<file path="config.mk">
export PLATFORM = sky130hd
export DESIGN_NAME = nibble_serial_add_ctrl
export DESIGN_NICKNAME = d
export VERILOG_FILES = /design/src/rtl/nibble_arith_pkg.sv /design/src/rtl/nibble_add_slice.sv /design/src/rtl/nibble_serial_add_ctrl.sv
export SDC_FILE = /design/constraint.sdc
export NUM_CORES = 1
export LEC_CHECK = 0
export CORE_UTILIZATION = 45
export DETAILED_ROUTE_END_ITERATION = 6
export GPL_ROUTABILITY_DRIVEN = 0
export PLACE_DENSITY_LB_ADDON = 0.25
export SYNTH_ARGS = -nofsm -noshare
export SYNTH_HDL_FRONTEND = slang
export SYNTH_SLANG_ARGS = --single-unit
</file>
<file path="constraint.sdc">
create_clock -name in_clk -period 3.4 [get_ports in_clk]
set_input_delay 0.34 -clock in_clk [delete_from_list [all_inputs] [get_ports in_clk]]
set_output_delay 0.34 -clock in_clk [all_outputs]
set_load 0.01 [all_outputs]
</file>
<file path="src/rtl/nibble_arith_pkg.sv">
// Shared types and helpers for the nibble-serial adder.
// Optional subtract mode is enabled with NIBBLE_SERIAL_SUB_EN.
package nibble_arith_pkg;

    typedef enum logic [1:0] {
        IDLE = 2'd0,
        RUN  = 2'd1,
        DONE = 2'd2
    } state_e;

    localparam int NIBBLE_W = 4;

    function automatic int idx_w(input int nibbles);
        return (nibbles <= 1) ? 1 : $clog2(nibbles);
    endfunction

endpackage

</file>
<file path="src/rtl/nibble_add_slice.sv">
// Combinational 4-bit ripple adder slice built from full adders.
module nibble_add_slice
    import nibble_arith_pkg::*;
(
    input  logic [NIBBLE_W-1:0] in_a,
    input  logic [NIBBLE_W-1:0] in_b,
    input  logic                in_ci,
    output logic [NIBBLE_W-1:0] out_s,
    output logic                out_co
);

    logic [NIBBLE_W:0] c;

    assign c[0] = in_ci;

    for (genvar i = 0; i < NIBBLE_W; i++) begin : g_fa
        assign out_s[i] = in_a[i] ^ in_b[i] ^ c[i];
        assign c[i+1]   = (in_a[i] & in_b[i]) | (c[i] & (in_a[i] ^ in_b[i]));
    end

    assign out_co = c[NIBBLE_W];

endmodule

</file>
<file path="src/rtl/nibble_serial_add_ctrl.sv">
// Wide add on one shared 4-bit slice, one nibble per clock, LS nibble first.
// Define NIBBLE_SERIAL_SUB_EN to add the in_sub port (A - B mode).
module nibble_serial_add_ctrl
    import nibble_arith_pkg::*;
#(
    parameter int NIBBLES = 4
) (
    input  logic                         in_clk,
    input  logic                         in_rst,
    input  logic                         in_start,
    input  logic [NIBBLE_W*NIBBLES-1:0]  in_A,
    input  logic [NIBBLE_W*NIBBLES-1:0]  in_B,
    input  logic                         in_C,
`ifdef NIBBLE_SERIAL_SUB_EN
    input  logic                         in_sub,
`endif
    output logic [NIBBLE_W*NIBBLES-1:0]  out_S,
    output logic                         out_C,
    output logic                         out_busy,
    output logic                         out_done
);

    localparam int W  = NIBBLE_W * NIBBLES;
    localparam int IW = idx_w(NIBBLES);
    localparam logic [IW-1:0] LAST = IW'(NIBBLES - 1);

    state_e          state_q, state_d;
    logic [IW-1:0]   idx_q, idx_d;
    logic            carry_q, carry_d;
    logic [W-1:0]    a_q, a_d;
    logic [W-1:0]    b_q, b_d;
    logic [W-1:0]    s_q, s_d;
    logic            c_q, c_d;
    logic            busy_q, busy_d;
    logic            done_q, done_d;

    logic [NIBBLE_W-1:0] a_nib, b_nib, sum_nib;
    logic                co;

`ifdef NIBBLE_SERIAL_SUB_EN
    logic sub_q, sub_d;
`else
    logic sub_q;
    assign sub_q = 1'b0;
`endif

    // Operand nibble select; B is inverted in subtract mode
    always_comb begin
        a_nib = '0;
        b_nib = '0;
        for (int i = 0; i < NIBBLES; i++) begin
            if (idx_q == IW'(i)) begin
                a_nib = a_q[i*NIBBLE_W +: NIBBLE_W];
                b_nib = b_q[i*NIBBLE_W +: NIBBLE_W];
            end
        end
        b_nib = b_nib ^ {NIBBLE_W{sub_q}};
    end

    nibble_add_slice u_slice (
        .in_a   (a_nib),
        .in_b   (b_nib),
        .in_ci  (carry_q),
        .out_s  (sum_nib),
        .out_co (co)
    );

    always_comb begin
        state_d = state_q;
        idx_d   = idx_q;
        carry_d = carry_q;
        a_d     = a_q;
        b_d     = b_q;
        s_d     = s_q;
        c_d     = c_q;
`ifdef NIBBLE_SERIAL_SUB_EN
        sub_d   = sub_q;
`endif
        unique case (state_q)
            IDLE, DONE: begin
                if (in_start) begin
                    a_d     = in_A;
                    b_d     = in_B;
                    idx_d   = '0;
                    state_d = RUN;
`ifdef NIBBLE_SERIAL_SUB_EN
                    sub_d   = in_sub;
                    carry_d = in_sub | in_C;
`else
                    carry_d = in_C;
`endif
                end else begin
                    state_d = IDLE;
                end
            end
            RUN: begin
                for (int i = 0; i < NIBBLES; i++) begin
                    if (idx_q == IW'(i)) begin
                        s_d[i*NIBBLE_W +: NIBBLE_W] = sum_nib;
                    end
                end
                carry_d = co;
                idx_d   = idx_q + IW'(1);
                if (idx_q == LAST) begin
                    c_d     = co;
                    state_d = DONE;
                end
            end
            default: state_d = IDLE;
        endcase
        busy_d = (state_d == RUN);
        done_d = (state_d == DONE);
    end

    always_ff @(posedge in_clk) begin
        if (in_rst) begin
            state_q <= IDLE;
            idx_q   <= '0;
            carry_q <= 1'b0;
            a_q     <= '0;
            b_q     <= '0;
            s_q     <= '0;
            c_q     <= 1'b0;
            busy_q  <= 1'b0;
            done_q  <= 1'b0;
`ifdef NIBBLE_SERIAL_SUB_EN
            sub_q   <= 1'b0;
`endif
        end else begin
            state_q <= state_d;
            idx_q   <= idx_d;
            carry_q <= carry_d;
            a_q     <= a_d;
            b_q     <= b_d;
            s_q     <= s_d;
            c_q     <= c_d;
            busy_q  <= busy_d;
            done_q  <= done_d;
`ifdef NIBBLE_SERIAL_SUB_EN
            sub_q   <= sub_d;
`endif
        end
    end

    assign out_S    = s_q;
    assign out_C    = c_q;
    assign out_busy = busy_q;
    assign out_done = done_q;

endmodule

</file>
**Word level (Yosys, flattened, before mapping)**

Index checks and enable logic that the tools add are counted.

- Bits in registers: 56
- Latch bits: 0
- Bits in writable memories: 0
- Bits in read-only memories: 0
- Input bits: 36
- Output and inout bits: 19
- Word-level logic and storage cells: 66
- Memories: 0

- Add/sub/neg operators: 1
- $mul: 0
- Divide/modulo/power cells: 0
- Magnitude comparators: 0
- Eq/ne operators: 8
- Shift operators: 0
- Mux-type cells: 15
- Bitwise gates (word level): 20
- Reduce and logical (&&, ||, !) cells: 10

Operator list:

| operator | number |
|---|---|
| 4-bit two-way mux | 8 |
| 2-bit AND reduction | 6 |
| 1-bit AND | 8 |
| 2-bit equality test, second input constant | 4 |
| 2-bit one-hot mux with 2 select lines | 2 |
| 1-bit bitwise XOR | 8 |
| 2-bit by 1-bit equality test with 1-bit output, second input constant | 3 |
| 2-bit logical NOT | 2 |
| 2-bit two-way mux | 2 |
| 1-bit bitwise OR | 4 |
| 2-bit by 1-bit adder with 2-bit output, second input constant | 1 |
| 1-bit two-way mux | 2 |
| 2-bit inequality test, second input constant | 1 |
| 1-bit one-hot mux with 2 select lines | 1 |
| 2-bit nonzero test | 1 |
| 2-bit OR reduction | 1 |

**Depth between registers and ports, before layout**

Gate-level depths: netlist of run 1.

- Word-level depth: 15
- Depth in mapped cells: 13
- Mapped depth without buffers: 12

**Hierarchy**

From an unflattened synthesis of run 1, not the netlist that was laid out.

- Cells, all modules: 282
- Area, all modules: 2431.1 µm²

By module, submodules not included:

| module | instances | cells an instance | area an instance (µm²) | sequential area each (µm²) |
|---|---|---|---|---|
| nibble_serial_add_ctrl | 1 | 268 | 2313.5 | 1121.1 |
| nibble_add_slice | 1 | 14 | 117.6 | 0.0 |

**Worst setup path before layout of run 1**

No wires, ideal clock.

- Kind: register to register
- From: register idx_q[0]
- To: register s_q[3] (netlist: out_S[3])
- Setup time: 0.070 ns
- Data arrival time: 3.097 ns
- Data required time: 3.330 ns
- Path slack: 0.232 ns
- Cell stages (with the launch flop): 14
- Clock period less this slack: 3.168 ns
- Cells stage by stage: dfxtp_1 > inv_1 > ha_1 > nor2b_1 > buf_6 > a221o_1 > a22oi_2 > fa_1 > inv_1 > fa_1 > fa_1 > fa_1 > nand3_1 > a21oi_1

- Cells in the longest elaborated chain, start to end: 13

RTL lines:

| element | RTL line | text |
|---|---|---|
| from (decl) | nibble_serial_add_ctrl.sv:28 | `logic [IW-1:0] idx_q, idx_d;` |
| from (signal assigned) | nibble_serial_add_ctrl.sv:131 | `idx_q <= idx_d;` |
| 2-bit logical NOT | nibble_serial_add_ctrl.sv:52 | `if (idx_q == IW'(i)) begin` |
| 4-bit two-way mux (4 in series) | nibble_serial_add_ctrl.sv:52 |  |
| 1-bit bitwise XOR | nibble_add_slice.sv:18 | `assign c[i+1] = (in_a[i] & in_b[i]) \| (c[i] & (in_a[i] ^ in_b[i]));` |
| 1-bit AND | nibble_add_slice.sv:18 |  |
| 1-bit bitwise OR | nibble_add_slice.sv:18 |  |
| 1-bit AND | nibble_add_slice.sv:18 |  |
| 1-bit bitwise OR | nibble_add_slice.sv:18 |  |
| 1-bit AND | nibble_add_slice.sv:18 |  |
| 1-bit bitwise OR | nibble_add_slice.sv:18 |  |
| 1-bit bitwise XOR * | nibble_add_slice.sv:17 | `assign out_s[i] = in_a[i] ^ in_b[i] ^ c[i];` |
| via sum_nib[3] | nibble_serial_add_ctrl.sv:37 | `logic [NIBBLE_W-1:0] a_nib, b_nib, sum_nib;` |
| to (signal assigned) | nibble_serial_add_ctrl.sv:122 | `s_q <= '0;` |
| to (signal assigned) | nibble_serial_add_ctrl.sv:135 | `s_q <= s_d;` |
| to (decl) | nibble_serial_add_ctrl.sv:32 | `logic [W-1:0] s_q, s_d;` |

The timed path passes the listed nets; every way through them passes the cells marked *.
A chain may end at the register's enable or synchronous reset.

**Final worst setup path of run 1**

- From: register idx_q[0]
- To: register s_q[11] (netlist: out_S[11])

The elaborated chain is that of the path after synthesis.

==> results of run 1 <==
[how the worst min path moves through the flow]
stage / startpoint / end / slack (ps) / cells past startpoint
final: out_S[1] / out_S[1] / 460 / 2
after global routing: a_q[11] / a_q[11] / 480 / 2
after CTS: out_S[1] / out_S[1] / 460 / 2
after detailed placement: out_S[1] / out_S[1] / 450 / 2
after global placement: out_S[1] / out_S[1] / 440 / 2
after floorplan: a_q[0] / a_q[0] / 440 / 2
[registers in the layout, indices dropped and copies added (netlist names)]
name / flops
b_q: 16
out_C: 1
a_q: 16
out_done: 1
out_busy: 1
idx_q: 2
out_S: 16
state_q: 2
carry_q: 1
[layout make-up]
class | instances | area, um2
clock buffer | 7 | 96.3
fill | 483 | 2060
inverter | 6 | 22.5
multi-input combinational | 203 | 1180
sequential | 56 | 1120
tap | 70 | 87.6
timing repair buffer | 62 | 596
[per-layer routing]
metal | up-vias | GRT usage, % | routed length, um
li1 | 1059 | - | -
met1 | 932 | 27.5 | 2510
met2 | 52 | 32.9 | 2450
met3 | 11 | 4.76 | 182
met4 | 0 | 6.58 | 102
met5 | - | 0 | 0
[cells by family after synthesis]
family | count (synthesis)
AO/OA/AOI/OAI | 76
AND/OR/NAND/NOR | 119
buffers and inverters | 28
flip-flops | 56
adder cells (fa/ha/maj) | 8
[power groups by stage]
stage          clock network [uW]  registers, uW  logic (uW)
2_1_floorplan                   0            723         151
3_3_place_gp                    0            727         229
3_5_place_dp                    0            727         232
4_1_cts                       389            711         233
5_1_grt                       420            716         259
6_report                      380            711         232
[worst max-delay path: stages, from the launching register on]
cell     delay [ps]
dfxtp_1         390
inv_1            90
ha_1            360
a221o_1         330
a22oi_2         140
fa_1            190
inv_1            50
fa_1            370
fa_1            390
fa_1            580
nand3_1         100
a21oi_1         130
[placed cells by master, fill, tap and decap left out]
master	n
or2b_1	1
a221oi_2	6
ha_1	4
clkbuf_8	7
o21ai_1	1
o31ai_2	6
clkdlybuf4s50_1	53
and2b_4	1
o22ai_1	1
nand2b_1	1
buf_2	1
nor2_1	2
a311oi_1	5
a21oi_2	1
nand3_1	15
fa_1	4
nor2b_2	1
a221o_1	2
a22oi_2	2
a21oi_1	52
buf_4	8
nor2b_1	9
dfxtp_1	56
nand2_1	85
inv_1	6
nand3b_1	4
[per-stage QoR]
step	worst slack [ps]	util, %	power, uW
finish	206	60.1	1320
global route	4.58	60.1	1390
CTS	213	60.1	1330
detailed placement	238	58.2	959
global placement	335	58.2	956
floorplan	232	-	874
==> results.sh, run 1 <==
export IMPL_final_hold_violation_count=0
export IMPL_first_pass_iters=4
export IMPL_setup_violations=0
export IMPL_layout_min_cycle_time_ps=3190
export IMPL_cts_tree="done"
export IMPL_ir_drop_mv=0.217
export IMPL_fin_cells=404
export IMPL_final_nets=378
export IMPL_grt_ovfl_total=0
export IMPL_route_vias_total=2054
export IMPL_ys_ff_latch=56
export IMPL_drive_above_1_share_pct=9.88
export IMPL_grt_pass1_wl_um=8770
export IMPL_grt_use_total_pct=20.6
export IMPL_crit_path_start="idx_q[0]"
export IMPL_async_flop_share_pct=0
export IMPL_antenna_found_initial=0
export IMPL_synthMuxAreaShare_pct=0
export IMPL_start_kind="flip-flop"
export IMPL_pin_count=55
export IMPL_worstPathRequired_ps=3630
export IMPL_wire_per_inst_um=13.0
export IMPL_worstReg2RegStart="idx_q[0]"
export IMPL_synthXorXnorAreaFrac_pct=0
export IMPL_hold_ws_ps=458
export IMPL_reg2reg_depth=11
export IMPL_rows=26
export IMPL_ctsLongestPathBuffers=2
export IMPL_synth_area_leaders="dfxtp_1 46%, nand2_1 13%, a21oi_1 11%, a221oi_2 3.7%, fa_1 3.3%"
export IMPL_fin_area_mm2=0.00311
export IMPL_hp_class="reg2reg"
export IMPL_crit_path_max_fanout=13
export IMPL_crit_end="out_S[11]"
export IMPL_syn_inst=287
export IMPL_numClockSinks=56
export IMPL_syn_area_mm2=0.00245
export IMPL_power_share_switching_pct=25.7
export IMPL_die_area_mm2=0.00574
export IMPL_ys_flop_type="dfxtp_1"
export IMPL_insertion_delay_ps=300
export IMPL_initial_core_util_pct=47.4
export IMPL_clkTransAtPathRegs_ps=90
export IMPL_synth_fa_ha_area_share_pct=5.31
export IMPL_p_switching_uw=341
export IMPL_grt_max_degree=57
export IMPL_slew_violations=0
export IMPL_area_growth_pct=26.9
export IMPL_synth_edff_count=0
export IMPL_drt_iter0_markers=146
export IMPL_synth_top_area_share_pct=45.8
export IMPL_diodes=0
export IMPL_path_class="reg2reg"
export IMPL_cap_violations=0
export IMPL_slew_limit_headroom_pct=33.6
export IMPL_die_width_um=75.8
export IMPL_avgSynthCellArea_um2=8.54
export IMPL_crit_arrival_ps=3430
export IMPL_post_route_period_util_pct=93.9
export IMPL_ys_seq_area_share_pct=45.8
export IMPL_h_tree_depth=2
export IMPL_dpl_cell_area_mm2=0.00301
export IMPL_hpwl_um=3760
export IMPL_r2r_slack_ps=210
export IMPL_yosys_area_share_simple_pct=21.1
export IMPL_outcome="complete, no violations"
export IMPL_end_kind="flip-flop"
export IMPL_synth_cell_types=26
export IMPL_numPortBuffers=54
export IMPL_rsz0062_at_grt="false"
export IMPL_r2r_end="out_S[11]"
export IMPL_fmax_ghz=0.313
export IMPL_power_leakage_uw=0.00112
export IMPL_synth_top_family_by_area="compound AO/OA/AOI/OAI gates"
export IMPL_p_clk_share_pct=28.7
export IMPL_synth_fp_nets=331
export IMPL_finClkSkew_ps=3.51
export IMPL_synth_warnings=0
export IMPL_grt_pass1_vias=1876
export IMPL_ctsRootBufferMaster="clkbuf_8"
export IMPL_placedCellCount=397
export IMPL_drt_wl_total_um=5240
export IMPL_yosysTopAreaCell="dfxtp_1"
export IMPL_synth_most_common_cell="nand2_1"
export IMPL_post_cts_buffers=0
export IMPL_finalSetupTns_ps=0
export IMPL_coreArea_mm2=0.00517
export IMPL_viasPerCell=5.08
export IMPL_synth_common_cells="85 x nand2_1, 56 x dfxtp_1, 52 x a21oi_1"
export IMPL_seq_power_share_pct=53.7
export IMPL_comb_power_share_pct=17.6
export IMPL_postRouteAntennaNets=0
export IMPL_cts_hold_buf=0
export IMPL_internal_power_uw=983
export IMPL_cellPowerDensity_mw_per_mm2=426
export IMPL_synth_compound_area_share_pct=21.8
export IMPL_die_y_um=75.8
export IMPL_max_slew_worst_pin_slew_ps=997
export IMPL_cts_repair_resized=0
export IMPL_numCtsBuffers=5
export IMPL_drc=0
(Power assumes the default switching activity.)
==> run 2: changes to the inputs <==
--- a/config.mk
+++ b/config.mk
@@ -5,6 +5,7 @@
 export SDC_FILE = /design/constraint.sdc
 export NUM_CORES = 1
 export LEC_CHECK = 0
+export ABC_AREA = 1
 export CORE_UTILIZATION = 45
 export DETAILED_ROUTE_END_ITERATION = 6
 export GPL_ROUTABILITY_DRIVEN = 0
==> run 2 against run 1 <==
Power increased by 4.8%; synthesized area down 0.41%; clock power shrank 4%; clock skew about the same; worst hold slack better by 5.8 ps; maximum frequency barely moved; cell count grew 10%; critical path depth rose by 2; design area fell by 0.72%; die area down 0.40%; sequential share of layout area up 0.26 points; critical endpoint is now out_S[7].
==> results.sh, run 2 <==
export IMPL_outcome="complete, no violations"
export IMPL_grt_pass1_vias=1976
export IMPL_final_nets=419
export IMPL_area_growth_pct=26.5
export IMPL_r2r_end="out_S[7]"
export IMPL_ctsRootBufferMaster="clkbuf_8"
export IMPL_slew_violations=0
export IMPL_start_kind="flip-flop"
export IMPL_grt_max_degree=46
export IMPL_final_common_cell="nor2_1"
export IMPL_grt_use_total_pct=20.3
export IMPL_hpwl_um=3870
export IMPL_insertion_delay_ps=300
export IMPL_cap_violations=0
export IMPL_hold_depth=2
export IMPL_cellPowerDensity_mw_per_mm2=450
export IMPL_route_vias_total=2166
export IMPL_ys_ff_latch=56
export IMPL_diodes=0
export IMPL_power_leakage_uw=0.00126
export IMPL_syn_inst=326
export IMPL_multi_input_comb_area_mm2=0.00112
export IMPL_final_hold_violation_count=0
export IMPL_crit_arrival_ps=3440
export IMPL_numClockSinks=56
export IMPL_async_flop_share_pct=0
export IMPL_wire_per_inst_um=11.8
export IMPL_rsz0062_at_grt="false"
export IMPL_synth_warnings=0
export IMPL_final_cell_mix="67 x nor2_1, 56 x dfxtp_1, 54 x clkdlybuf4s50_1, 53 x nand2_1, 38 x a21oi_1"
export IMPL_numCtsBuffers=5
export IMPL_numPortBuffers=54
export IMPL_die_width_um=75.6
export IMPL_synth_fp_nets=370
export IMPL_fillerInstances=484
export IMPL_initial_core_util_pct=47.2
export IMPL_post_route_period_util_pct=94.0
export IMPL_final_core_util_pct=59.7
export IMPL_antenna_found_initial=0
export IMPL_worstReg2RegStart="idx_q[1]"
export IMPL_min_to="b_q[4]"
export IMPL_finalSetupTns_ps=0
export IMPL_end_kind="flip-flop"
export IMPL_ys_seq_area_share_pct=45.9
export IMPL_slew_limit_headroom_pct=68.2
export IMPL_synth_cell_types=19
export IMPL_max_slew_worst_pin_slew_ps=477
export IMPL_min_from="b_q[4]"
export IMPL_grt_pass1_wl_um=8740
export IMPL_rows=26
export IMPL_fmax_ghz=0.313
export IMPL_die_area_mm2=0.00572
export IMPL_r2r_slack_ps=200
export IMPL_first_pass_iters=4
export IMPL_layout_min_cycle_time_ps=3200
export IMPL_hp_class="reg2reg"
export IMPL_drc=0
export IMPL_die_y_um=75.6
export IMPL_yosysTopAreaCell="dfxtp_1"
export IMPL_synth_top_area_share_pct=45.9
export IMPL_cts_tree="done"
export IMPL_ys_flop_type="dfxtp_1"
export IMPL_postRouteAntennaNets=0
export IMPL_synth_common_cells="67 x nor2_1, 56 x dfxtp_1, 53 x nand2_1"
export IMPL_drt_wl_total_um=5270
export IMPL_ir_drop_mv=0.274
export IMPL_synth_edff_count=0
export IMPL_ctsLongestPathBuffers=2
export IMPL_worstPathRequired_ps=3640
export IMPL_coreArea_mm2=0.00517
export IMPL_drt_iter0_markers=126
export IMPL_grt_ovfl_total=0
export IMPL_syn_area_mm2=0.00244
export IMPL_setup_violations=0
export IMPL_synth_most_common_cell="nor2_1"
export IMPL_area_sequential_mm2=0.00112
export IMPL_post_cts_buffers=0
export IMPL_viasPerCell=4.86
export IMPL_synth_area_leaders="dfxtp_1 46%, nor2_1 10%, nand2_1 8.2%, a21oi_1 7.8%, o21ai_0 6.4%"
export IMPL_clkTransAtPathRegs_ps=90
export IMPL_finClkSkew_ps=3.85
export IMPL_drive_above_1_share_pct=5.32
export IMPL_h_tree_depth=2
export IMPL_path_class="reg2reg"
export IMPL_crit_path_max_fanout=8
export IMPL_pin_count=55
export IMPL_reg2reg_depth=13
export IMPL_avgSynthCellArea_um2=7.48
run 2: cell types whose count changed after synthesis, sizes merged, moves of 4 or more:
cell	delta
nor2b	-10
nand2	-30
inv	+15
a21oi	-15
nor2	+66
o31ai	-6
o21ai	+33
clkbuf	-5
nand3	+12
a311oi	-5
nand3b	-4
a221oi	-6
run 2: where the power goes:
group | switching (uW) | internal, uW
clock network | 199 | 167
registers | 24.2 | 701
logic | 166 | 129
total | 390 | 997
run 2: area by class of cell:
class	count	share of cell area (%)
multi-input cells	231	36.4
well taps	70	2.84
repair buffers	60	19.0
inverters	21	2.55
flip-flops and latches	56	36.3
clock buffers	8	2.92
run 2: per-stage QoR:
| step | total power, uW | setup WS [ps] | instances | instance area, um2 | hold slack (ps) |
|---|---|---|---|---|---|
| final | 1390 | 204 | 446 | 3090 | 464 |
| after floorplan | 930 | 443 | 326 | 2440 | 429 |
| after detailed placement | 1040 | 149 | 438 | 2990 | 453 |
| after CTS | 1390 | 141 | 446 | 3080 | 466 |
| after global placement | 1030 | 312 | 438 | 2990 | 444 |
| after global routing | 1470 | 3.79 | 446 | 3090 | 480 |
run 2: worst max path at each step:
stage	startpoint	endpoint	slack, ps	cells past startpoint
3_3_place_gp	idx_q[0]	out_S[11]	310	13
5_1_grt	idx_q[1]	out_S[7]	4	13
2_1_floorplan	idx_q[0]	out_S[11]	440	13
4_1_cts	idx_q[0]	out_S[7]	140	12
3_5_place_dp	idx_q[0]	out_S[7]	150	12
6_report	idx_q[1]	out_S[7]	200	13
run 2: logic make-up after synthesis:
kind of cell,after synthesis,synth area share (%)
flops,56,45.9
simple gates,150,25.4
compound gates,73,15.1
fa+ha+maj,8,5.33
buf+inv,39,8.26
run 2: layer usage:
layer / routed length (um) / GRT usage, % / vias to the layer above
met2: 2580 / 36.6 / 50
met4: 59 / 5.56 / 0
li1: - / - / 1144
met1: 2440 / 24.8 / 966
met5: 0 / 0 / -
met3: 200 / 3.70 / 6
run 2: timing repair:
action / 4_1_cts / 5_1_grt
hold buffers: 0 / 0
resized for setup: 0 / 2
endpoints found under the setup margin: 0 / 4
run 2: critical path, stage by stage (launching register included):
cell and delay [ps]:
dfxtp_1 350, inv_1 90, ha_1 230, inv_1 160, nand3_1 100, nand2_1 50
a21boi_0 250, fa_1 240, inv_1 50, fa_1 370, fa_1 400, fa_1 570
nand3_1 90, a21oi_1 170
==> run 3: changes to the inputs <==
--- a/config.mk
+++ b/config.mk
@@ -9,6 +9,7 @@
 export CORE_UTILIZATION = 45
 export DETAILED_ROUTE_END_ITERATION = 6
 export GPL_ROUTABILITY_DRIVEN = 0
+export HOLD_SLACK_MARGIN = 0.02
 export PLACE_DENSITY_LB_ADDON = 0.25
 export SYNTH_ARGS = -nofsm -noshare
 export SYNTH_HDL_FRONTEND = slang
==> results of run 3 <==
No change in the layout: final DEF, timing and power equal those of run 2.
